### src/rtl/mem_port_arbiter_if.sv
// Purpose : bundles the load, store, memory-port and completion signals of mem_port_arbiter.
// Latency : n/a (wires only).
// Backpressure: ld_ready/st_ready flow from slave to master. Memory-port and completion outputs have no backpressure.
// Ports   : master = request/memory side (drives loads, stores, flush, mem_rdata);
//           slave  = the arbiter (drives ready, memory-port and completion outputs).
interface mem_port_arbiter_if #(
  parameter int ADDR_W = 32,
  parameter int DATA_W = 32,
  parameter int ROB_W  = 5
);
  logic              flush;
  logic              ld_valid;
  logic              ld_ready;
  logic [ADDR_W-1:0] ld_addr;
  logic [ROB_W-1:0]  ld_robNum;
  logic              st_valid;
  logic              st_ready;
  logic [ADDR_W-1:0] st_addr;
  logic [DATA_W-1:0] st_data;
  logic              mem_valid;
  logic              mem_write;
  logic [ADDR_W-1:0] mem_addr;
  logic [DATA_W-1:0] mem_wdata;
  logic [DATA_W-1:0] mem_rdata;
  logic              resp_valid;
  logic [DATA_W-1:0] resp_data;
  logic [ROB_W-1:0]  resp_robNum;

  modport master (
    output flush, ld_valid, ld_addr, ld_robNum, st_valid, st_addr, st_data, mem_rdata,
    input  ld_ready, st_ready, mem_valid, mem_write, mem_addr, mem_wdata,
           resp_valid, resp_data, resp_robNum
  );

  modport slave (
    input  flush, ld_valid, ld_addr, ld_robNum, st_valid, st_addr, st_data, mem_rdata,
    output ld_ready, st_ready, mem_valid, mem_write, mem_addr, mem_wdata,
           resp_valid, resp_data, resp_robNum
  );
endinterface

### src/rtl/mem_port_arbiter.sv
// Purpose : shares one memory port between loads and an in-order buffer of committed stores,
//           forwarding store data to matching loads.
// Latency : load accept at N -> completion at N+2 (hit or miss). Store pop at N -> write at N+1.
// Backpressure: ld_ready/st_ready drop when the store buffer is full or during reset. ld_ready also drops during flush.
// Ports   : clk, reset (sync, active-high), bus (mem_port_arbiter_if.slave).
module mem_port_arbiter #(
  parameter int ADDR_W    = 32,
  parameter int DATA_W    = 32,
  parameter int ROB_W     = 5,
  parameter int STQ_DEPTH = 4
) (
  input  logic              clk,
  input  logic              reset,
  mem_port_arbiter_if.slave bus
);

  localparam int PTR_W = $clog2(STQ_DEPTH);
  localparam int CNT_W = PTR_W + 1;

  typedef struct packed {
    logic [ADDR_W-1:0] addr;
    logic [DATA_W-1:0] data;
  } stq_ent_t;

  // Store buffer state
  stq_ent_t          stq_q [STQ_DEPTH];
  stq_ent_t          stq_d [STQ_DEPTH];
  logic [PTR_W-1:0]  head_q, head_d;
  logic [PTR_W-1:0]  tail_q, tail_d;
  logic [CNT_W-1:0]  count_q, count_d;

  // Stage 1: memory port and pending load
  logic              mem_valid_q, mem_valid_d;
  logic              mem_write_q, mem_write_d;
  logic [ADDR_W-1:0] mem_addr_q, mem_addr_d;
  logic [DATA_W-1:0] mem_wdata_q, mem_wdata_d;
  logic              pend_vld_q, pend_vld_d;
  logic [ROB_W-1:0]  pend_rob_q, pend_rob_d;
  logic              pend_hit_q, pend_hit_d;
  logic [DATA_W-1:0] pend_fwd_q, pend_fwd_d;

  // Stage 2: completion
  logic              resp_vld_q, resp_vld_d;
  logic [ROB_W-1:0]  resp_rob_q, resp_rob_d;
  logic              resp_hit_q, resp_hit_d;
  logic [DATA_W-1:0] resp_fwd_q, resp_fwd_d;

  logic              full;
  logic              ld_fire;
  logic              st_fire;
  logic              pop;
  logic              fwd_hit;
  logic [DATA_W-1:0] fwd_data;

  // Ready depends only on state, reset and flush, never on the valids.
  assign full         = (count_q == CNT_W'(STQ_DEPTH));
  assign bus.ld_ready = !full && !reset && !bus.flush;
  assign bus.st_ready = !full && !reset;

  assign ld_fire = bus.ld_valid && bus.ld_ready;
  assign st_fire = bus.st_valid && bus.st_ready;
  // A granted load owns the port; otherwise the oldest store drains.
  assign pop     = !ld_fire && (count_q != '0);

  // Youngest-match forwarding: walk from head (oldest) to tail-1 so later
  // matches overwrite earlier ones, then let the same-cycle store win.
  always_comb begin : fwd_search
    logic [PTR_W-1:0] idx;
    idx      = '0;
    fwd_hit  = 1'b0;
    fwd_data = '0;
    for (int i = 0; i < STQ_DEPTH; i++) begin
      idx = head_q + PTR_W'(i);
      if ((CNT_W'(i) < count_q) && (stq_q[idx].addr == bus.ld_addr)) begin
        fwd_hit  = 1'b1;
        fwd_data = stq_q[idx].data;
      end
    end
    if (st_fire && (bus.st_addr == bus.ld_addr)) begin
      fwd_hit  = 1'b1;
      fwd_data = bus.st_data;
    end
  end

  always_comb begin : next_state
    stq_d   = stq_q;
    head_d  = head_q;
    tail_d  = tail_q;
    count_d = count_q;

    if (st_fire) begin
      stq_d[tail_q] = '{addr: bus.st_addr, data: bus.st_data};
      tail_d        = tail_q + 1'b1;
    end
    if (pop) begin
      head_d = head_q + 1'b1;
    end
    case ({st_fire, pop})
      2'b10:   count_d = count_q + 1'b1;
      2'b01:   count_d = count_q - 1'b1;
      default: count_d = count_q;
    endcase

    mem_valid_d = pop || (ld_fire && !fwd_hit);
    mem_write_d = pop;
    mem_addr_d  = mem_addr_q;
    mem_wdata_d = mem_wdata_q;
    if (pop) begin
      mem_addr_d  = stq_q[head_q].addr;
      mem_wdata_d = stq_q[head_q].data;
    end else if (ld_fire && !fwd_hit) begin
      mem_addr_d  = bus.ld_addr;
    end

    // ld_fire is already gated by flush, so a flush-cycle load never enters.
    pend_vld_d = ld_fire;
    pend_rob_d = ld_fire ? bus.ld_robNum : pend_rob_q;
    pend_hit_d = ld_fire ? fwd_hit       : pend_hit_q;
    pend_fwd_d = ld_fire ? fwd_data      : pend_fwd_q;

    // Flush also kills the load sitting in stage 1.
    resp_vld_d = pend_vld_q && !bus.flush;
    resp_rob_d = pend_vld_q ? pend_rob_q : resp_rob_q;
    resp_hit_d = pend_vld_q ? pend_hit_q : resp_hit_q;
    resp_fwd_d = pend_vld_q ? pend_fwd_q : resp_fwd_q;
  end

  always_ff @(posedge clk) begin
    if (reset) begin
      for (int i = 0; i < STQ_DEPTH; i++) begin
        stq_q[i] <= '0;
      end
      head_q      <= '0;
      tail_q      <= '0;
      count_q     <= '0;
      mem_valid_q <= 1'b0;
      mem_write_q <= 1'b0;
      mem_addr_q  <= '0;
      mem_wdata_q <= '0;
      pend_vld_q  <= 1'b0;
      pend_rob_q  <= '0;
      pend_hit_q  <= 1'b0;
      pend_fwd_q  <= '0;
      resp_vld_q  <= 1'b0;
      resp_rob_q  <= '0;
      resp_hit_q  <= 1'b0;
      resp_fwd_q  <= '0;
    end else begin
      stq_q       <= stq_d;
      head_q      <= head_d;
      tail_q      <= tail_d;
      count_q     <= count_d;
      mem_valid_q <= mem_valid_d;
      mem_write_q <= mem_write_d;
      mem_addr_q  <= mem_addr_d;
      mem_wdata_q <= mem_wdata_d;
      pend_vld_q  <= pend_vld_d;
      pend_rob_q  <= pend_rob_d;
      pend_hit_q  <= pend_hit_d;
      pend_fwd_q  <= pend_fwd_d;
      resp_vld_q  <= resp_vld_d;
      resp_rob_q  <= resp_rob_d;
      resp_hit_q  <= resp_hit_d;
      resp_fwd_q  <= resp_fwd_d;
    end
  end

  assign bus.mem_valid   = mem_valid_q;
  assign bus.mem_write   = mem_write_q;
  assign bus.mem_addr    = mem_addr_q;
  assign bus.mem_wdata   = mem_wdata_q;
  assign bus.resp_valid  = resp_vld_q;
  assign bus.resp_robNum = resp_rob_q;
  // Read data arrives this cycle for a miss; zero when idle so reset reads as 0.
  assign bus.resp_data   = !resp_vld_q ? '0 : (resp_hit_q ? resp_fwd_q : bus.mem_rdata);

endmodule

### src/flat_wrapper.sv
// flat-port wrapper written by rule: the top's interface ports become plain ports
module mem_port_arbiter_flat 
#(
  parameter int ADDR_W    = 32,
  parameter int DATA_W    = 32,
  parameter int ROB_W     = 5,
  parameter int STQ_DEPTH = 4
)
  (clk, reset, bus_flush, bus_ld_valid, bus_ld_addr, bus_ld_robNum, bus_st_valid, bus_st_addr, bus_st_data, bus_mem_rdata, bus_ld_ready, bus_st_ready, bus_mem_valid, bus_mem_write, bus_mem_addr, bus_mem_wdata, bus_resp_valid, bus_resp_data, bus_resp_robNum);
  mem_port_arbiter_if #(.ADDR_W(ADDR_W), .DATA_W(DATA_W), .ROB_W(ROB_W)) bus_i ();
  input  logic clk;
  input  logic reset;
  input wire logic [$bits(bus_i.flush)-1:0] bus_flush;
  input wire logic [$bits(bus_i.ld_valid)-1:0] bus_ld_valid;
  input wire logic [$bits(bus_i.ld_addr)-1:0] bus_ld_addr;
  input wire logic [$bits(bus_i.ld_robNum)-1:0] bus_ld_robNum;
  input wire logic [$bits(bus_i.st_valid)-1:0] bus_st_valid;
  input wire logic [$bits(bus_i.st_addr)-1:0] bus_st_addr;
  input wire logic [$bits(bus_i.st_data)-1:0] bus_st_data;
  input wire logic [$bits(bus_i.mem_rdata)-1:0] bus_mem_rdata;
  output wire logic [$bits(bus_i.ld_ready)-1:0] bus_ld_ready;
  output wire logic [$bits(bus_i.st_ready)-1:0] bus_st_ready;
  output wire logic [$bits(bus_i.mem_valid)-1:0] bus_mem_valid;
  output wire logic [$bits(bus_i.mem_write)-1:0] bus_mem_write;
  output wire logic [$bits(bus_i.mem_addr)-1:0] bus_mem_addr;
  output wire logic [$bits(bus_i.mem_wdata)-1:0] bus_mem_wdata;
  output wire logic [$bits(bus_i.resp_valid)-1:0] bus_resp_valid;
  output wire logic [$bits(bus_i.resp_data)-1:0] bus_resp_data;
  output wire logic [$bits(bus_i.resp_robNum)-1:0] bus_resp_robNum;
  assign bus_i.flush = bus_flush;
  assign bus_i.ld_valid = bus_ld_valid;
  assign bus_i.ld_addr = bus_ld_addr;
  assign bus_i.ld_robNum = bus_ld_robNum;
  assign bus_i.st_valid = bus_st_valid;
  assign bus_i.st_addr = bus_st_addr;
  assign bus_i.st_data = bus_st_data;
  assign bus_i.mem_rdata = bus_mem_rdata;
  assign bus_ld_ready = bus_i.ld_ready;
  assign bus_st_ready = bus_i.st_ready;
  assign bus_mem_valid = bus_i.mem_valid;
  assign bus_mem_write = bus_i.mem_write;
  assign bus_mem_addr = bus_i.mem_addr;
  assign bus_mem_wdata = bus_i.mem_wdata;
  assign bus_resp_valid = bus_i.resp_valid;
  assign bus_resp_data = bus_i.resp_data;
  assign bus_resp_robNum = bus_i.resp_robNum;
  mem_port_arbiter #(.ADDR_W(ADDR_W), .DATA_W(DATA_W), .ROB_W(ROB_W), .STQ_DEPTH(STQ_DEPTH)) u_core (.clk(clk), .reset(reset), .bus(bus_i));
endmodule
### config.mk
export PLATFORM = sky130hd
export DESIGN_NAME = mem_port_arbiter_flat
export DESIGN_NICKNAME = d
export VERILOG_FILES = /design/src/rtl/mem_port_arbiter_if.sv /design/src/rtl/mem_port_arbiter.sv /design/src/flat_wrapper.sv
export SDC_FILE = /design/constraint.sdc
export NUM_CORES = 1
export LEC_CHECK = 0
export ABC_CLOCK_PERIOD_IN_PS = 4700
export BUFFER_PORTS_ARGS = -buffer_cell sky130_fd_sc_hd__buf_2
export CORE_AREA = 4 4 270 272
export DETAILED_ROUTE_END_ITERATION = 10
export DIE_AREA = 0 0 274 276
export HOLD_SLACK_MARGIN = 0.12
export PLACE_DENSITY = 0.64
export SLEW_MARGIN = 5
export SYNTH_ARGS = -nofsm -noshare
export SYNTH_HDL_FRONTEND = slang
export SYNTH_SLANG_ARGS = --single-unit
### constraint.sdc
create_clock -name clk -period 4.7 [get_ports clk]
set_input_delay 1.175 -clock clk [delete_from_list [all_inputs] [get_ports clk]]
set_output_delay 1.175 -clock clk [all_outputs]
set_load 0.01 [all_outputs]
==> out/results.ini, run 1 <==
[status]
status=complete, no violations

[worst_setup_path]
crit_arrival_ns=4.73
r2r_cells=11
max_stage_delay_ns=0.58
critical_path_class=reg2reg
worst_r2r_startpoint=u_core.head_q[0]$_SDFFE_PP0P_
cp_slowest_cell=or4_1
start_kind=register
crit_path_frequent_cell=buf_12
cp-end-kind=register
cp.required_ns=5.18
critPathMaxFanout=45
r2r_end=u_core.bus.mem_addr[3]$_SDFFE_PP0P_
path_cells=buf_12 -> buf_12 -> mux4_2 -> xnor2_1 -> nand4_1 -> or4_1 -> nor4_4 -> nor2_4 -> buf_4 -> a21bo_1 -> a211oi_2
rrSetupSlack_ns=0.45

[sta]
skew_ns=0.0212
relSlewSlack_pct=25.0
maxSlewViolCount=0
max_freq_ghz=0.235
rsz0062_at_grt=false
final_hold_viol_count=0
worst_slew_pin_slew_ns=1.12
setup_violations=0
fin_crit_ns=4.25
tns_ns=0
min_period_over_period_pct=90.5

[finish]
areaGrowthSynthToFinish_pct=13.2
fillers=7256
drive_above_1_share_pct=17.5
design_area_mm2=0.0276
seqCellArea_mm2=0.00816
multi_input_area_mm2=0.0150
nets=3209

[pwr]
cellLeakagePower_nw=9.71
powerDensity_mw_per_mm2=411
ir_drop_v=0.000270

[placement]
hpwl_mm=60.3
placed_area_mm2=0.0263
io_buffers=243
place_congestion=0.993

[synthesis]
synthArstFlopShare_pct=0
synth.distinct_cells=74
synthAdderAreaFrac_pct=0.461
synthSimpleGateAreaFrac_pct=18.5
synth_ff_type=dfxtp_1
synth-xor-area-share_pct=4.59
ys_seq_area_share_pct=33.4
postSynthCellCount=2984
syn-cell-area_mm2=0.0244
postSynthAreaPerCell_um2=8.18
synth_top_family_by_area=compound AO/OA/AOI/OAI gates
synth_compound_area_share_pct=19.0
synth.area.mux_share_pct=18.6
synth_seq_cells=407
synth_edf_count=0
yosys_warnings=0
synth_fp_nets=3131

[routing]
vias_per_cell=5.63
drcViolationCount=0
routedWlPerCell_um=21.9
via_count=22800
ant_nets=0
wirelength_mm=88.7
drt_pass1_iterations=8
drtIter0Drc=2679

[die]
fp.coreArea_mm2=0.0708
rows=98
die-area_mm2=0.0756
io_pins=244
die_y_um=276
initial_utilization_pct=34.5
die_w_um=274

[global_route]
grt_pass1_wl_mm=133
antenna_found_initial=18
overflow=0
grt_pass1_vias=21200
grt_max_degree=186
grt_util_all_layers_pct=22.3

[clock_tree]
cts_setup_buffers=0
cts.sinks=407
cts_hold_buf=0
cts_buffers=43
root_buffer=clkbuf_16
clk_pin_slew_ns=0.06
cts_buffer_depth=3
cts_max_level=2
clkLatencyLatePin_ns=0.59
cts_resized=0
cts_tree=done

[hold_path]
hold_end=u_core.bus.mem_wdata[8]$_SDFFE_PP0P_
hold_class=reg2reg
min_from=u_core.bus.mem_wdata[8]$_SDFFE_PP0P_
hold_depth=2

[run]
drv_cap=0

[area by class of cell]
class	count	share of cell area (%)
diodes	13	0.118
clock buffers	65	4.56
clock inverters	9	0.339
inverters	15	0.213
multi-input cells	2288	54.2
flip-flops and latches	407	29.5
well taps	950	4.30
repair buffers	307	6.81
[placed cells by master, fill, tap and decap left out, drive strengths merged, types with 44 or more instances in the layout]
| cell | n |
|---|---|
| nand2 | 732 |
| dfxtp | 407 |
| a21oi | 336 |
| buf | 307 |
| mux2i | 222 |
| nor2 | 191 |
| xnor2 | 83 |
| mux4 | 82 |
| a211oi | 74 |
| o21ai | 69 |
| clkbuf | 65 |
| nor2b | 53 |
| xor2 | 45 |
| o211ai | 44 |
[kinds of logic after synthesis]
logic type	Yosys count
and+or+nand+nor	1091
xor gates and xnor gates	128
buffers and inverters	289
muxes	345
adders and majority gates	9
AOI/OAI and AO/OA	715
DFF	407
[metal layers]
layer | part of all wire [%] | up-vias | wire (µm) | track usage, %
li1 | - | 10600 | - | -
met1 | 43 | 10900 | 38100 | 31.0
met2 | 43 | 1038 | 38500 | 33.5
met3 | 10 | 197 | 8890 | 5.46
met4 | 3.6 | 10 | 3230 | 8.24
met5 | 0.063 | - | 56 | 0
[report_power, final]
part           total, W  internal (W)  leakage (nW)  switching [W]
Combinational   0.00391       0.00154          5.74        0.00238
Clock           0.00338       0.00191         0.660        0.00147
Sequential      0.00407       0.00376          3.30       0.000306
Total            0.0114       0.00720          9.71        0.00416
[worst max path at each step]
| stage | from | to | slack (ns) | cells after the start |
|---|---|---|---|---|
| floorplan | reset | u_core.count_q[2]$_SDFFE_PP0P_ | 0.99 | 12 |
| global placement | bus_ld_addr[31] | u_core.bus.mem_addr[7]$_SDFFE_PP0P_ | 0.49 | 10 |
| detailed placement | bus_ld_addr[31] | u_core.bus.mem_addr[7]$_SDFFE_PP0P_ | 0.45 | 10 |
| CTS | u_core.head_q[0]$_SDFFE_PP0P_ | u_core.bus.mem_addr[6]$_SDFFE_PP0P_ | 0.50 | 11 |
| global route | u_core.head_q[0]$_SDFFE_PP0P_ | u_core.bus.mem_addr[10]$_SDFFE_PP0P_ | 0.27 | 11 |
| finish | u_core.head_q[0]$_SDFFE_PP0P_ | u_core.bus.mem_addr[3]$_SDFFE_PP0P_ | 0.45 | 11 |
[synthesized netlist by cell type, drive strengths merged, types with 5 or more instances]
cell / count / area [µm²]
a211oi: 74 / 636
o211ai: 44 / 330
nand2: 732 / 2750
dfxtp: 407 / 8150
clkbuf: 179 / 672
nor3: 23 / 115
o31a: 19 / 166
mux4: 82 / 1850
a31oi: 35 / 219
a21bo: 32 / 320
and2: 22 / 138
xor2: 45 / 394
inv: 14 / 52.6
nand4: 22 / 138
mux2: 41 / 462
o21a: 13 / 97.6
mux2i: 222 / 2220
ha: 9 / 113
a2111oi: 26 / 235
a21oi: 336 / 1680
o221ai: 5 / 43.8
buf: 95 / 617
o2111ai: 7 / 61.3
o21ai: 69 / 345
nor2: 191 / 719
nor2b: 53 / 332
a22oi: 11 / 82.6
nand3: 10 / 50.1
a221oi: 11 / 153
nor4: 13 / 87.6
a2bb2oi: 6 / 52.6
o22ai: 7 / 43.8
xnor2: 83 / 727
[registers in the layout (all words and copies together), names as in the netlist, 2 cells and up]
register                count
u_core.tail_q               2
u_core.bus.resp_robNum      5
u_core.head_q               2
u_core.count_q              3
u_core.pend_fwd_q          32
u_core.bus.mem_wdata       32
u_core.stq_q              256
u_core.bus.mem_addr        32
u_core.resp_fwd_q          32
u_core.pend_rob_q           5
[stage by stage]
stage                     setup slack, ns  std cells  utilization (%)  hold slack, ns  power, W
after floorplan                     0.986       2984                -           0.436   0.00692
after detailed placement            0.453       3967             37.1           0.446   0.00799
after CTS                           0.503       4041             39.0           0.454    0.0114
final                               0.446       4054             39.1           0.454    0.0114
after global routing                0.266       4048             39.1           0.468    0.0119
after global placement              0.495       3967             37.1           0.442   0.00796
[critical path: cells and delay by family (launching register included)]
kind	cells	cell delay, ns
DFF	1	0.52
xor gates and xnor gates	1	0.24
muxes	1	0.54
AOI/OAI and AO/OA	2	0.41
and+or+nand+nor	4	1.52
buffers and inverters	3	0.82
Note: power is estimated with default switching activity, not from simulation.
==> run 2, diff against run 1 <==
--- a/config.mk
+++ b/config.mk
@@ -5,13 +5,12 @@
 export SDC_FILE = /design/constraint.sdc
 export NUM_CORES = 1
 export LEC_CHECK = 0
-export ABC_CLOCK_PERIOD_IN_PS = 4700
+export ABC_CLOCK_PERIOD_IN_PS = 3600
 export BUFFER_PORTS_ARGS = -buffer_cell sky130_fd_sc_hd__buf_2
 export CORE_AREA = 4 4 270 272
 export DETAILED_ROUTE_END_ITERATION = 10
 export DIE_AREA = 0 0 274 276
 export HOLD_SLACK_MARGIN = 0.12
-export PLACE_DENSITY = 0.64
 export SLEW_MARGIN = 5
 export SYNTH_ARGS = -nofsm -noshare
 export SYNTH_HDL_FRONTEND = slang
==> constraint.sdc (replaced) <==
create_clock -name clk -period 3.6 [get_ports clk]
set_input_delay 0.9 -clock clk [delete_from_list [all_inputs] [get_ports clk]]
set_output_delay 0.9 -clock clk [all_outputs]
set_load 0.01 [all_outputs]
==> run 2 against run 1 <==
The flow now finishes with violations (negative setup slack). Sequential power rose by 30%. Non-clock buffer count rose by 148. Clock skew fell by 0.0064 ns. Design area rose by 7.0%. Flip-flop and latch count did not move. Maximum frequency rose by 16%. Combinational power rose by 46%. Worst setup slack got worse by 0.52 ns. Total power rose by 40%. Sequential share of layout area fell by 1.9 points. Worst hold slack got worse by 0.00055 ns. Utilization rose by 2.7 points. Largest cell class unchanged. Largest power group is now combinational cells. Highest routed layer unchanged.
==> out/results.ini, run 2 (synthesized netlist as in run 1, its figures left out) <==
[status]
status=finished, violations left
violations=negative setup slack

[finish]
fillers=7122
nets=3359
drive_above_1_share_pct=23.0
multi_input_area_mm2=0.0153
layout.cells.most_common_list=728 x nand2_1, 403 x dfxtp_1, 336 x a21oi_1
layout_commonest_cell=nand2_1
largest_register_ffs=256
seqCellArea_mm2=0.00816
top_register=u_core.stq_q
areaGrowthSynthToFinish_pct=21.2

[routing]
vias_per_cell=5.52
drcViolationCount=0
wirelength_mm=91.2
routedWlPerCell_um=21.7
via_count=23200
drtIter0Drc=1966
drt_pass1_iterations=5
ant_nets=0

[pwr]
powerDensity_mw_per_mm2=538
ir_drop_v=0.000332
cellLeakagePower_nw=10.7

[die]
die-area_mm2=0.0756
io_pins=244
initial_utilization_pct=34.5
die_w_um=274
rows=98
fp.coreArea_mm2=0.0708
die_y_um=276

[run]
drv_cap=0

[placement]
hpwl_mm=63.9
preCtsSetupSlack_ns=-0.131
io_buffers=243
place_congestion=1.02

[sta]
rsz0062_at_grt=true
maxSlewViolCount=0
min_period_over_period_pct=102
setup_ws_ns=-0.0780
skew_ns=0.0148
final_hold_viol_count=0
fin_crit_ns=3.68
relSlewSlack_pct=22.1
worst_slew_pin_slew_ns=1.17
setup_violations=6
tns_ns=-0.281
max_freq_ghz=0.272

[global_route]
grt_use_met1_pct=32.3
met2_usage_pct=34.4
grt_pass1_vias=21200
busiest_layer=met2
grt_pass1_wl_mm=135
overflow=0
grt_max_degree=170
antenna_found_initial=15
met3_usage_pct=5.06
grt_util_all_layers_pct=22.7

[worst_setup_path]
r2r_end=u_core.pend_fwd_q[31]$_SDFFE_PP0P_
worst_r2r_startpoint=u_core.head_q[0]$_SDFFE_PP0P_
r2r_cells=12
cp-end-kind=register
cp.required_ns=4.12
critPathMaxFanout=9
crit_start=u_core.head_q[0]$_SDFFE_PP0P_
crit_arrival_ns=4.20
start_kind=register
rrSetupSlack_ns=-0.08
critical_path_class=reg2reg

[clock_tree]
cts_tree=done
root_buffer=clkbuf_16
cts_hold_buf=0
clk_pin_slew_ns=0.06
cts_max_level=2
clkLatencyLatePin_ns=0.60
cts_buffers=45
cts_buffer_depth=3
cts.sinks=407

[hold_path]
hold_class=reg2reg
min_from=u_core.bus.mem_wdata[11]$_SDFFE_PP0P_
hold_depth=2
hold_end=u_core.bus.mem_wdata[11]$_SDFFE_PP0P_

## run 2: cell types whose count changed in the layout (fill, tap and decap cells not counted), moves of 10 or more
cell	before	now
a2111oi_0	24	9
a2111oi_2	1	13
a211oi_1	58	45
a211oi_2	16	29
buf_12	14	34
buf_4	50	170
mux2i_1	222	210
mux2i_2	0	10
## run 2: how the worst max path moves through the flow
stage                                           end  slack [ns]  depth (start not counted)
2_1_floorplan  u_core.bus.mem_addr[27]$_SDFFE_PP0P_       0.001                         17
3_3_place_gp      u_core.pend_fwd_q[2]$_SDFFE_PP0P_       -0.06                         11
3_5_place_dp     u_core.pend_fwd_q[10]$_SDFFE_PP0P_       -0.13                         11
4_1_cts        u_core.bus.mem_addr[13]$_SDFFE_PP0P_      -0.003                         13
5_1_grt           u_core.pend_fwd_q[2]$_SDFFE_PP0P_       -0.11                         12
6_report         u_core.pend_fwd_q[31]$_SDFFE_PP0P_       -0.08                         12
## run 2: layout make-up
type	instances	share of cell area [%]
Sequential cell	407	27.6
Timing Repair Buffer	455	11.2
Clock buffer	72	4.59
Tap cell	950	4.02
Inverter	15	0.199
Clock inverter	11	0.630
Antenna cell	10	0.0846
Multi-Input combinational cell	2288	51.7
## run 2: repair_timing
| action | in CTS | in global routing |
|---|---|---|
| gates cloned | 0 | 4 |
| pin swaps | 1 | 4 |
| setup buffers | 0 | 12 |
| resized for setup | 10 | 63 |
| hold endpoints to repair | 0 | 0 |
| endpoints found under the setup margin | 44 | 60 |
## run 2: where the power goes
group          internal [W]  total (W)  switching (W)
logic               0.00240    0.00572        0.00332
registers           0.00491    0.00529       0.000377
clock network       0.00288    0.00490        0.00201
total                0.0102     0.0159        0.00571
## run 2: worst max-delay path, stage by stage (launching register included)
cell       delay, ns
dfxtp_4         0.42
mux4_2          0.63
xnor2_2         0.26
buf_4           0.15
nand4_1         0.13
or4_4           0.55
nor3_2          0.22
nand4b_1        0.13
buf_4           0.22
clkbuf_16       0.20
a2111oi_0       0.35
a21oi_1         0.10
a211oi_2        0.23
## run 2: per-stage QoR
stage	util (%)	cell area (µm²)	hold slack [ns]	total power [W]	cells
after floorplan	-	24400	0.436	0.00906	2984
after global placement	38.9	27500	0.441	0.0108	4099
after detailed placement	38.9	27500	0.447	0.0108	4099
after CTS	41.1	29100	0.455	0.0157	4182
after global routing	41.8	29600	0.473	0.0166	4202
final	41.8	29600	0.453	0.0159	4208
## run 2: routing by layer
metal	vias to the layer above	share of wire [%]
met5	-	0.099
li1	11000	-
met3	182	9.3
met1	11100	44
met4	12	3.2
met2	956	43
